### config.mk
export PLATFORM = sky130hd
export DESIGN_NAME = rpsc_ca_sequencer
export DESIGN_NICKNAME = d
export VERILOG_FILES = /design/src/rtl/rpsc_ca_sequencer.sv
export SDC_FILE = /design/constraint.sdc
export NUM_CORES = 1
export LEC_CHECK = 0
export ABC_CLOCK_PERIOD_IN_PS = 5180
export BUFFER_PORTS_ARGS = -buffer_cell sky130_fd_sc_hd__clkbuf_2
export CAP_MARGIN = 15
export CORE_MARGIN = 2
export CORE_UTILIZATION = 61
export CTS_CLUSTER_SIZE = 40
export DETAILED_ROUTE_END_ITERATION = 8
export PLACE_DENSITY = 0.84
export SETUP_SLACK_MARGIN = 0.4
export SLEW_MARGIN = 20
export SYNTH_ARGS = -nofsm -noshare
export SYNTH_HDL_FRONTEND = slang
export SYNTH_SLANG_ARGS = --single-unit
### constraint.sdc
create_clock -name clk -period 5.18 [get_ports clk]
set_input_delay 0 -clock clk [delete_from_list [all_inputs] [get_ports clk]]
set_output_delay 0 -clock clk [all_outputs]
set_load 0.01 [all_outputs]
### src/rtl/rpsc_ca_sequencer.sv
// Power-up/power-down sequencer for the RPSC cathode-anode supply: steps fan, G1 and CA
// on in order, monitors interlock/feedback and latches the first fault cause until acknowledged.
module rpsc_ca_sequencer #(
    parameter int FAN_SPINUP_CYC = 256,
    parameter int G1_SETTLE_CYC  = 256,
    parameter int CA_RAMP_CYC    = 3840,
    parameter int COOLDOWN_CYC   = 1920
) (
    input  logic       clk,
    input  logic       reset,
    input  logic       start_req,
    input  logic       stop_req,
    input  logic       alarm_ack,
    input  logic       interlock_ok,
    input  logic       fan_ok,
    input  logic       g1_ok,
    input  logic       ca_ok,
    input  logic       i_ca_high,
    input  logic       u_ca_low,
    output logic       fan_on,
    output logic       g1_en,
    output logic       ca_ps_act,
    output logic       ready,
    output logic       fault,
    output logic [2:0] fault_code,
    output logic [2:0] state,
    output logic [3:0] trip_count
);

    localparam int MAX_AB = (FAN_SPINUP_CYC > G1_SETTLE_CYC) ? FAN_SPINUP_CYC : G1_SETTLE_CYC;
    localparam int MAX_CD = (CA_RAMP_CYC > COOLDOWN_CYC) ? CA_RAMP_CYC : COOLDOWN_CYC;
    localparam int MAX_C  = (MAX_AB > MAX_CD) ? MAX_AB : MAX_CD;
    // One extra count of headroom so the FAULT timer can park at COOLDOWN_CYC.
    localparam int TW     = $clog2(MAX_C + 1);

    localparam logic [TW-1:0] FAN_LAST  = TW'(FAN_SPINUP_CYC - 1);
    localparam logic [TW-1:0] G1_LAST   = TW'(G1_SETTLE_CYC - 1);
    localparam logic [TW-1:0] CA_LAST   = TW'(CA_RAMP_CYC - 1);
    localparam logic [TW-1:0] COOL_LAST = TW'(COOLDOWN_CYC - 1);
    localparam logic [TW-1:0] COOL_END  = TW'(COOLDOWN_CYC);

    typedef enum logic [2:0] {
        S_IDLE  = 3'd0,
        S_FAN   = 3'd1,
        S_G1    = 3'd2,
        S_CA    = 3'd3,
        S_RUN   = 3'd4,
        S_SHUT  = 3'd5,
        S_FAULT = 3'd6
    } state_t;

    state_t          r_state;
    logic [TW-1:0]   r_timer;
    logic [2:0]      r_fault_code;
    logic [3:0]      r_trip_count;
    logic            r_fan_on, r_g1_en, r_ca_ps_act, r_ready, r_fault;

    state_t          w_state_nxt;
    logic [TW-1:0]   w_timer_nxt;
    logic [2:0]      w_stage_code;
    logic [2:0]      w_trip_code;
    logic            w_advance;
    logic            w_fan_nxt, w_g1_nxt, w_ca_nxt, w_ready_nxt, w_fault_nxt;
    logic [2:0]      w_code_nxt;
    logic [3:0]      w_trip_nxt;

    // State register: all outputs are registered from next-state decode.
    always_ff @(posedge clk) begin
        if (reset) begin
            r_state      <= S_IDLE;
            r_timer      <= '0;
            r_fault_code <= 3'd0;
            r_trip_count <= 4'd0;
            r_fan_on     <= 1'b0;
            r_g1_en      <= 1'b0;
            r_ca_ps_act  <= 1'b0;
            r_ready      <= 1'b0;
            r_fault      <= 1'b0;
        end else begin
            r_state      <= w_state_nxt;
            r_timer      <= w_timer_nxt;
            r_fault_code <= w_code_nxt;
            r_trip_count <= w_trip_nxt;
            r_fan_on     <= w_fan_nxt;
            r_g1_en      <= w_g1_nxt;
            r_ca_ps_act  <= w_ca_nxt;
            r_ready      <= w_ready_nxt;
            r_fault      <= w_fault_nxt;
        end
    end

    // Per-stage health check and progress condition.
    always_comb begin
        w_stage_code = 3'd0;
        w_advance    = 1'b0;
        case (r_state)
            S_FAN: if (r_timer == FAN_LAST) begin
                if (fan_ok) w_advance = 1'b1;
                else        w_stage_code = 3'd1;
            end
            S_G1: if (r_timer == G1_LAST) begin
                if (g1_ok) w_advance = 1'b1;
                else       w_stage_code = 3'd2;
            end
            S_CA: begin
                if (ca_ok)                    w_advance = 1'b1;
                else if (r_timer == CA_LAST)  w_stage_code = 3'd3;
            end
            S_RUN: begin
                if (i_ca_high)     w_stage_code = 3'd4;
                else if (u_ca_low) w_stage_code = 3'd5;
                else if (!ca_ok)   w_stage_code = 3'd3;
            end
            default: ;
        endcase
    end

    always_comb begin
        w_state_nxt = r_state;
        w_trip_code = 3'd0;
        case (r_state)
            S_IDLE:
                if (start_req && !stop_req && interlock_ok) w_state_nxt = S_FAN;
            S_FAN, S_G1, S_CA, S_RUN: begin
                if (!interlock_ok) begin
                    w_state_nxt = S_FAULT;
                    w_trip_code = 3'd6;
                end else if (w_stage_code != 3'd0) begin
                    w_state_nxt = S_FAULT;
                    w_trip_code = w_stage_code;
                end else if (stop_req) begin
                    w_state_nxt = S_SHUT;
                end else if (w_advance) begin
                    case (r_state)
                        S_FAN:   w_state_nxt = S_G1;
                        S_G1:    w_state_nxt = S_CA;
                        default: w_state_nxt = S_RUN;
                    endcase
                end
            end
            S_SHUT:
                if (r_timer == COOL_LAST) w_state_nxt = S_IDLE;
            S_FAULT:
                if (r_timer == COOL_END && alarm_ack && interlock_ok) w_state_nxt = S_IDLE;
            default:
                w_state_nxt = S_IDLE;
        endcase
    end

    // Output decode of the upcoming state, plus timer/fault bookkeeping.
    always_comb begin
        if (w_state_nxt != r_state)
            w_timer_nxt = '0;
        else if (r_state == S_FAULT && r_timer == COOL_END)
            w_timer_nxt = r_timer;
        else
            w_timer_nxt = r_timer + TW'(1);

        w_fan_nxt   = 1'b0;
        w_g1_nxt    = 1'b0;
        w_ca_nxt    = 1'b0;
        w_ready_nxt = 1'b0;
        w_fault_nxt = 1'b0;
        case (w_state_nxt)
            S_FAN:   w_fan_nxt = 1'b1;
            S_G1:    begin w_fan_nxt = 1'b1; w_g1_nxt = 1'b1; end
            S_CA:    begin w_fan_nxt = 1'b1; w_g1_nxt = 1'b1; w_ca_nxt = 1'b1; end
            S_RUN:   begin
                w_fan_nxt = 1'b1; w_g1_nxt = 1'b1; w_ca_nxt = 1'b1; w_ready_nxt = 1'b1;
            end
            S_SHUT:  w_fan_nxt = 1'b1;
            S_FAULT: begin
                w_fault_nxt = 1'b1;
                w_fan_nxt   = (w_timer_nxt < COOL_END);
            end
            default: ;
        endcase

        w_code_nxt = 3'd0;
        w_trip_nxt = r_trip_count;
        if (w_state_nxt == S_FAULT) begin
            if (r_state != S_FAULT) begin
                w_code_nxt = w_trip_code;
                if (r_trip_count != 4'd15) w_trip_nxt = r_trip_count + 4'd1;
            end else begin
                w_code_nxt = r_fault_code;
            end
        end
    end

    assign fan_on     = r_fan_on;
    assign g1_en      = r_g1_en;
    assign ca_ps_act  = r_ca_ps_act;
    assign ready      = r_ready;
    assign fault      = r_fault;
    assign fault_code = r_fault_code;
    assign state      = r_state;
    assign trip_count = r_trip_count;

endmodule

; ---- Yosys cells after proc, flatten, opt, wreduce, memory -nomap -nowiden
; Index checks and enable logic that the tools add are counted.
[word_totals]
reg_bits = 27
in_bits = 11
output_inout_bits = 15
word_cells = 81
[classes]
n_addsub = 2
order_cmp = 1
n_eq_ne = 19
n_mux = 35
bitwise_logic = 1
n_reduce_logical = 14
[op_table]
columns = op, count
row1 = 3-bit 2-to-1 mux, 12
row2 = "12-bit by 11-bit == test with 1-bit output, second input constant", 2
row3 = 12-bit 2-to-1 mux, 2
row4 = 3-bit case mux with 4 select lines, 2
row5 = "3-bit == test, second input constant", 6
row6 = "12-bit by 1-bit adder with 12-bit output, second input constant", 1
row7 = "12-bit == test, second input constant", 1
row8 = "12-bit by 8-bit == test with 1-bit output, second input constant", 1
row9 = "3-bit by 2-bit == test with 1-bit output, second input constant", 4
row10 = "12-bit by 11-bit < comparator with 1-bit output, second input constant", 1
row11 = 1-bit 2-to-1 mux, 11
row12 = 2-bit 2-to-1 mux, 5
row13 = "3-bit by 1-bit == test with 1-bit output, second input constant", 2
row14 = 3-bit case mux with 2 select lines, 1
row15 = 1-bit logical AND, 5
row16 = 5-bit OR reduction, 1
row17 = "4-bit by 1-bit adder with 4-bit output, second input constant", 1
row18 = "4-bit != test, second input constant", 1
row19 = 2-bit OR reduction, 2
row20 = 4-bit OR reduction, 1
row21 = 3-bit logical NOT, 1
row22 = 3-bit != test, 1
row23 = "3-bit != test, second input constant", 1
row24 = 1-bit case mux with 3 select lines, 1
row25 = 6 further kinds, 6

; ---- Logic depth before layout (Yosys ltp)
[logic_depth]
ltp_word = 12
ltp_mapped = 10
depth_no_buf = 9

; ---- Worst setup path after synthesis
; No wires, ideal clock.
[synth_path]
path_type = register to register
startpoint = register r_state[1] (netlist: state[1])
endpoint = register r_trip_count[3] (netlist: trip_count[3])
setup_ns = 0.123
t_arrival_ns = 2.346
required_time_ns = 5.057
slack_ns = 2.711
path_stages_with_launch = 10
path_buffers = 2
synth_period_minus_slack_ns = 2.469
cell_sequence = dfxtp_1 buf_6 or4_4 o32ai_4 a211oi_4 nand3_2 a21oi_1 buf_6 nor4_1 mux2_1
[synth_via]
elab_chain_cells = 9
elab_cells_between_ends = 23
cone_classes = eq/ne (8) / mux (11) / reduce/logical (4)
[synth_rtl]
columns = item, line
row1 = "start, declared", 52  ; state_t r_state;
row2 = "start signal, assigned", 80  ; r_state <= w_state_nxt;
row3 = "3-bit by 2-bit == test with 1-bit output, or another cell as far along", "96, 121"
row4 = 1-bit case mux with 3 select lines or 3-bit case mux with 2 select lines (tied branches), "96, 134"
row5 = 3-bit 2-to-1 mux, 133  ; end else if (w_advance) begin
row6 = 3-bit 2-to-1 mux, 131  ; end else if (stop_req) begin
row7 = 3-bit 2-to-1 mux, 128  ; end else if (w_stage_code != 3'd0) begin
row8 = 3-bit 2-to-1 mux, 125  ; if (!interlock_ok) begin
row9 = 3-bit case mux with 4 select lines, 121  ; case (r_state)
row10 = 3-bit == test, 181  ; if (w_state_nxt == S_FAULT) begin
row11 = 3-bit AND reduction (no line) (*), n/a
row12 = "end signal, assigned", 83  ; r_trip_count <= w_trip_nxt;
row13 = "end, declared", 55  ; logic [3:0] r_trip_count;
; Every way passes the cells marked *; elsewhere a longest branch is shown, timed or not.
; A chain may end at the register's enable or synchronous reset.

; ---- Worst setup path after layout
[layout_path]
startpoint = register r_state[2] (netlist: state[2])
endpoint = register r_trip_count[3] (netlist: trip_count[3])
; The elaborated chain is that of the path after synthesis.

==> results.yml <==
status:
  run_status: "complete, no violations"
grt:
  grt.overflow.total: 0
  grt_use_total: 0.239
  grt_pass1_wl_um: 6290
  via_count_of_the_first_global_routing_pass: 1402
  grt_max_degree: 22
  antenna_found_initial: 0
pwr:
  vdd_drop_max_mv: 0.287
  p_leak_uw: 0.000691
  cellPowerDensity_nw_per_um2: 246
detailed_routing:
  met2WireLength_um: 1740
  average_wire_per_standard_cell_um: 14.5
  highest_layer: "met4"
  vias: 1602
  detailed_route_iter0_violations: 133
  drc_errors: 0
  dr.pass1.iters: 4
  drt-total-wl_um: 3780
  route.met3.wl_um: 192
  average_vias_per_placed_instance: 6.14
  routedLengthMet1_um: 1790
  postRouteAntennaNets: 0
placed_design:
  placement.setup.worst_slack_ns: 2.25
  portBuffers: 25
  gpl.final_weighted_congestion: 0.931
  dpl-instance-area_um2: 1890
  place.detailed.hpwl_um: 2850
critical_path:
  worst_case_register_to_register_setup_slack_ns: 2.17
  timing.critical_path.max_delay_family: "compound AO/OA/AOI/OAI gates"
  startpoint_type: "flip-flop"
  timing.rr.start: "state[2]$_SDFF_PP0_"
  critPathCaptureType: "flip-flop"
  crit_type: "reg2reg"
  crit_path_top_delay_cell: "sky130_fd_sc_hd__dfxtp_1"
  worstReg2RegEnd: "trip_count[3]$_SDFFE_PP0P_"
  crit_path_max_incr_delay_ns: 0.79
  cp.arrival_ns: 3.25
  cp.required_ns: 5.42
  worst-path-buf-inv: 0
  cells_traversed_along_the_worst_timing_path: "nor4b_1, and4_1, a211oi_4, nand3_2, a21oi_1, nor4_1, mux2_1"
  worstRegToRegCells: 7
  critical_path_peak_fanout: 21
min_path:
  hold_path.startpoint: "interlock_ok"
  whs_path_depth: 3
  min-delay-path-class: "in2reg"
  hold_end: "fault_code[2]$_SDFFE_PP0P_"
cts:
  h-tree-depth: 1
  numCtsBuffers: 3
  post_cts_buffers: 0
  clkLatencyLatePin_ns: 0.33
  max-clock-path-buffers: 2
  cts_num_sinks: 27
  ctsRootBufferMaster: "sky130_fd_sc_hd__clkbuf_4"
  tritoncts_clock_tree: "built"
  clk_pin_slew_worst_paths_ns: 0.15
die:
  die_boundary_width_um: 58.2
  vertical_die_dimension_um: 58.2
  core_region_area_um2: 2780
  die_area_um2: 3390
  boundaryPins: 26
  placementRows: 19
  start_util: 0.645
synthesis:
  yosys-top-cells-area: "sky130_fd_sc_hd__dfxtp_1 30%, sky130_fd_sc_hd__nor2_1 5.7%, sky130_fd_sc_hd__xnor2_1 4.4%"
  synth.cells.most_frequent: "27 x sky130_fd_sc_hd__dfxtp_1, 27 x sky130_fd_sc_hd__nor2_1, 15 x sky130_fd_sc_hd__nand2_1"
  synth_largest_type_area_fraction: 0.301
  mapped_avg_cell_area_um2: 8.54
  post_synthesis_sequential_element_count: 27
  postSynthNetCount: 224
  asr_flop_ratio_synth: 0
  syn-cell-area_um2: 1790
  synth_enable_flop_cells: 0
  post-synth-top-area-cell: "sky130_fd_sc_hd__dfxtp_1"
  ys.warnings.count: 0
  synthesis.instances: 210
  synth-main-ff-cell: "sky130_fd_sc_hd__dfxtp_1"
  synth.lib_cells_used.distinct: 64
  portion_of_the_post_synthesis_area_used_by_sequential_elements: 0.301
timing:
  total_count_of_max_transition_violations_in_the_final_report: 0
  final_min_period_over_clock_period: 0.582
  setup-violations-final: 0
  relSlewSlack: 0.475
  max_freq_mhz: 332
  final_hold_viol_count: 0
  unrepaired_setup_endpoints_after_global_routing: "no"
  tns_ns: 0
  finalCriticalPeriod_ns: 3.01
  clock-skew-final_ns: 0.00173
  worst_slack_ns: 2.17
  worst_slew_pin_slew_ns: 0.787
final_layout:
  syn_to_final_growth_pct: 7.89
  antenna-diode-count: 0
  final_area_um2: 1930
  finish.net_count: 245
  postLayoutCoreUtil: 0.695
  fraction_of_final_layout_cells_sized_beyond_drive_strength_1: 0.209
  layout_fillers: 236
job:
  maxCapViolCount: 0
[per-stage QoR]
| stage | power (µW) | cells | hold WS, ns |
|---|---|---|---|
| 4_1_cts | 479 | 261 | 0.0998 |
| 5_1_grt | 505 | 261 | 0.118 |
| 3_5_place_dp | 385 | 256 | 0.368 |
| 3_3_place_gp | 381 | 256 | 0.362 |
| 6_report | 475 | 261 | 0.123 |
| 2_1_floorplan | 354 | 210 | 0.199 |
[cell families (layout without fill, tap and decap cells)]
family                     Yosys count  count (layout)  share of synthesized area
adders and majority gates            3               3                     0.0209
xor gates and xnor gates            11              11                     0.0537
buffers and inverters               20              40                     0.0558
AOI/OAI and AO/OA                   38              38                      0.191
muxes                                5               5                     0.0300
DFF                                 27              27                      0.301
and+or+nand+nor                    106             106                      0.347
[repair_timing]
item                                    CTS  global route
hold endpoints to repair                  2             0
endpoints found under the setup margin    0             0
hold buffers                              1             0
gates resized for setup                   0             0
[flip-flops by register name, summed over array words and instances, names as in the netlist]
| register | count |
|---|---|
| fault | 1 |
| ready | 1 |
| g1_en | 1 |
| trip_count | 4 |
| r_timer | 12 |
| fan_on | 1 |
| state | 3 |
| fault_code | 3 |
| ca_ps_act | 1 |
[how the worst max path moves through the flow]
stage                                       to  depth (start not counted)                start
floorplan           trip_count[3]$_SDFFE_PP0P_                          9  state[1]$_SDFF_PP0_
global placement    trip_count[3]$_SDFFE_PP0P_                          7  state[2]$_SDFF_PP0_
CTS                 trip_count[3]$_SDFFE_PP0P_                          7  state[2]$_SDFF_PP0_
global route        trip_count[3]$_SDFFE_PP0P_                          7  state[2]$_SDFF_PP0_
finish              trip_count[3]$_SDFFE_PP0P_                          7  state[2]$_SDFF_PP0_
detailed placement  trip_count[3]$_SDFFE_PP0P_                          7  state[2]$_SDFF_PP0_
[cell usage in the layout (no fill, tap or decap), types with 3 or more instances in the layout]
cell                       synthesis  routed
sky130_fd_sc_hd__a21oi_1           7       7
sky130_fd_sc_hd__inv_1             9       9
sky130_fd_sc_hd__clkbuf_2          0      25
sky130_fd_sc_hd__o41ai_1           3       3
sky130_fd_sc_hd__nand4b_1          3       3
sky130_fd_sc_hd__nor4_1            5       5
sky130_fd_sc_hd__and3_1            3       3
sky130_fd_sc_hd__o21ai_0           4       4
sky130_fd_sc_hd__nor3_1            8       8
sky130_fd_sc_hd__nor2_1           27      27
sky130_fd_sc_hd__dfxtp_1          27      27
sky130_fd_sc_hd__xnor2_1           9       9
sky130_fd_sc_hd__nor2b_1           5       5
sky130_fd_sc_hd__o211ai_1          3       3
sky130_fd_sc_hd__nand2b_1          3       3
sky130_fd_sc_hd__nand2_1          15      15
sky130_fd_sc_hd__clkbuf_4          0       3
sky130_fd_sc_hd__nand3_1           9       9
sky130_fd_sc_hd__ha_1              3       3
[layer usage]
metal | vias up | GRT usage
met5 | - | 0
met4 | 0 | 0.0698
met3 | 6 | 0.0469
met2 | 50 | 0.388
met1 | 731 | 0.323
li1 | 815 | -
[report_power, final]
part	switching (µW)	leakage (µW)	internal, µW	total (µW)
Sequential	22.4	0.000219	223	245
Combinational	81.8	0.000458	54.6	136
Clock	64.3	0.0000139	29.6	93.8
[worst min-delay path, cell delays in order]
cell,delay [ns]
sky130_fd_sc_hd__clkbuf_2,0.16
sky130_fd_sc_hd__a32oi_1,0.12
sky130_fd_sc_hd__and2_1,0.15
[final cells by class]
type | instances | area [µm²] | area share
Clock buffer | 3 | 22.5 | 0.0116
Clock inverter | 1 | 7.51 | 0.00388
Inverter | 10 | 37.5 | 0.0194
Multi-Input combinational cell | 163 | 1150 | 0.596
Sequential cell | 27 | 541 | 0.279
Tap cell | 31 | 38.8 | 0.0201
Timing Repair Buffer | 26 | 135 | 0.0699
Power figures use the tool's default switching activity.
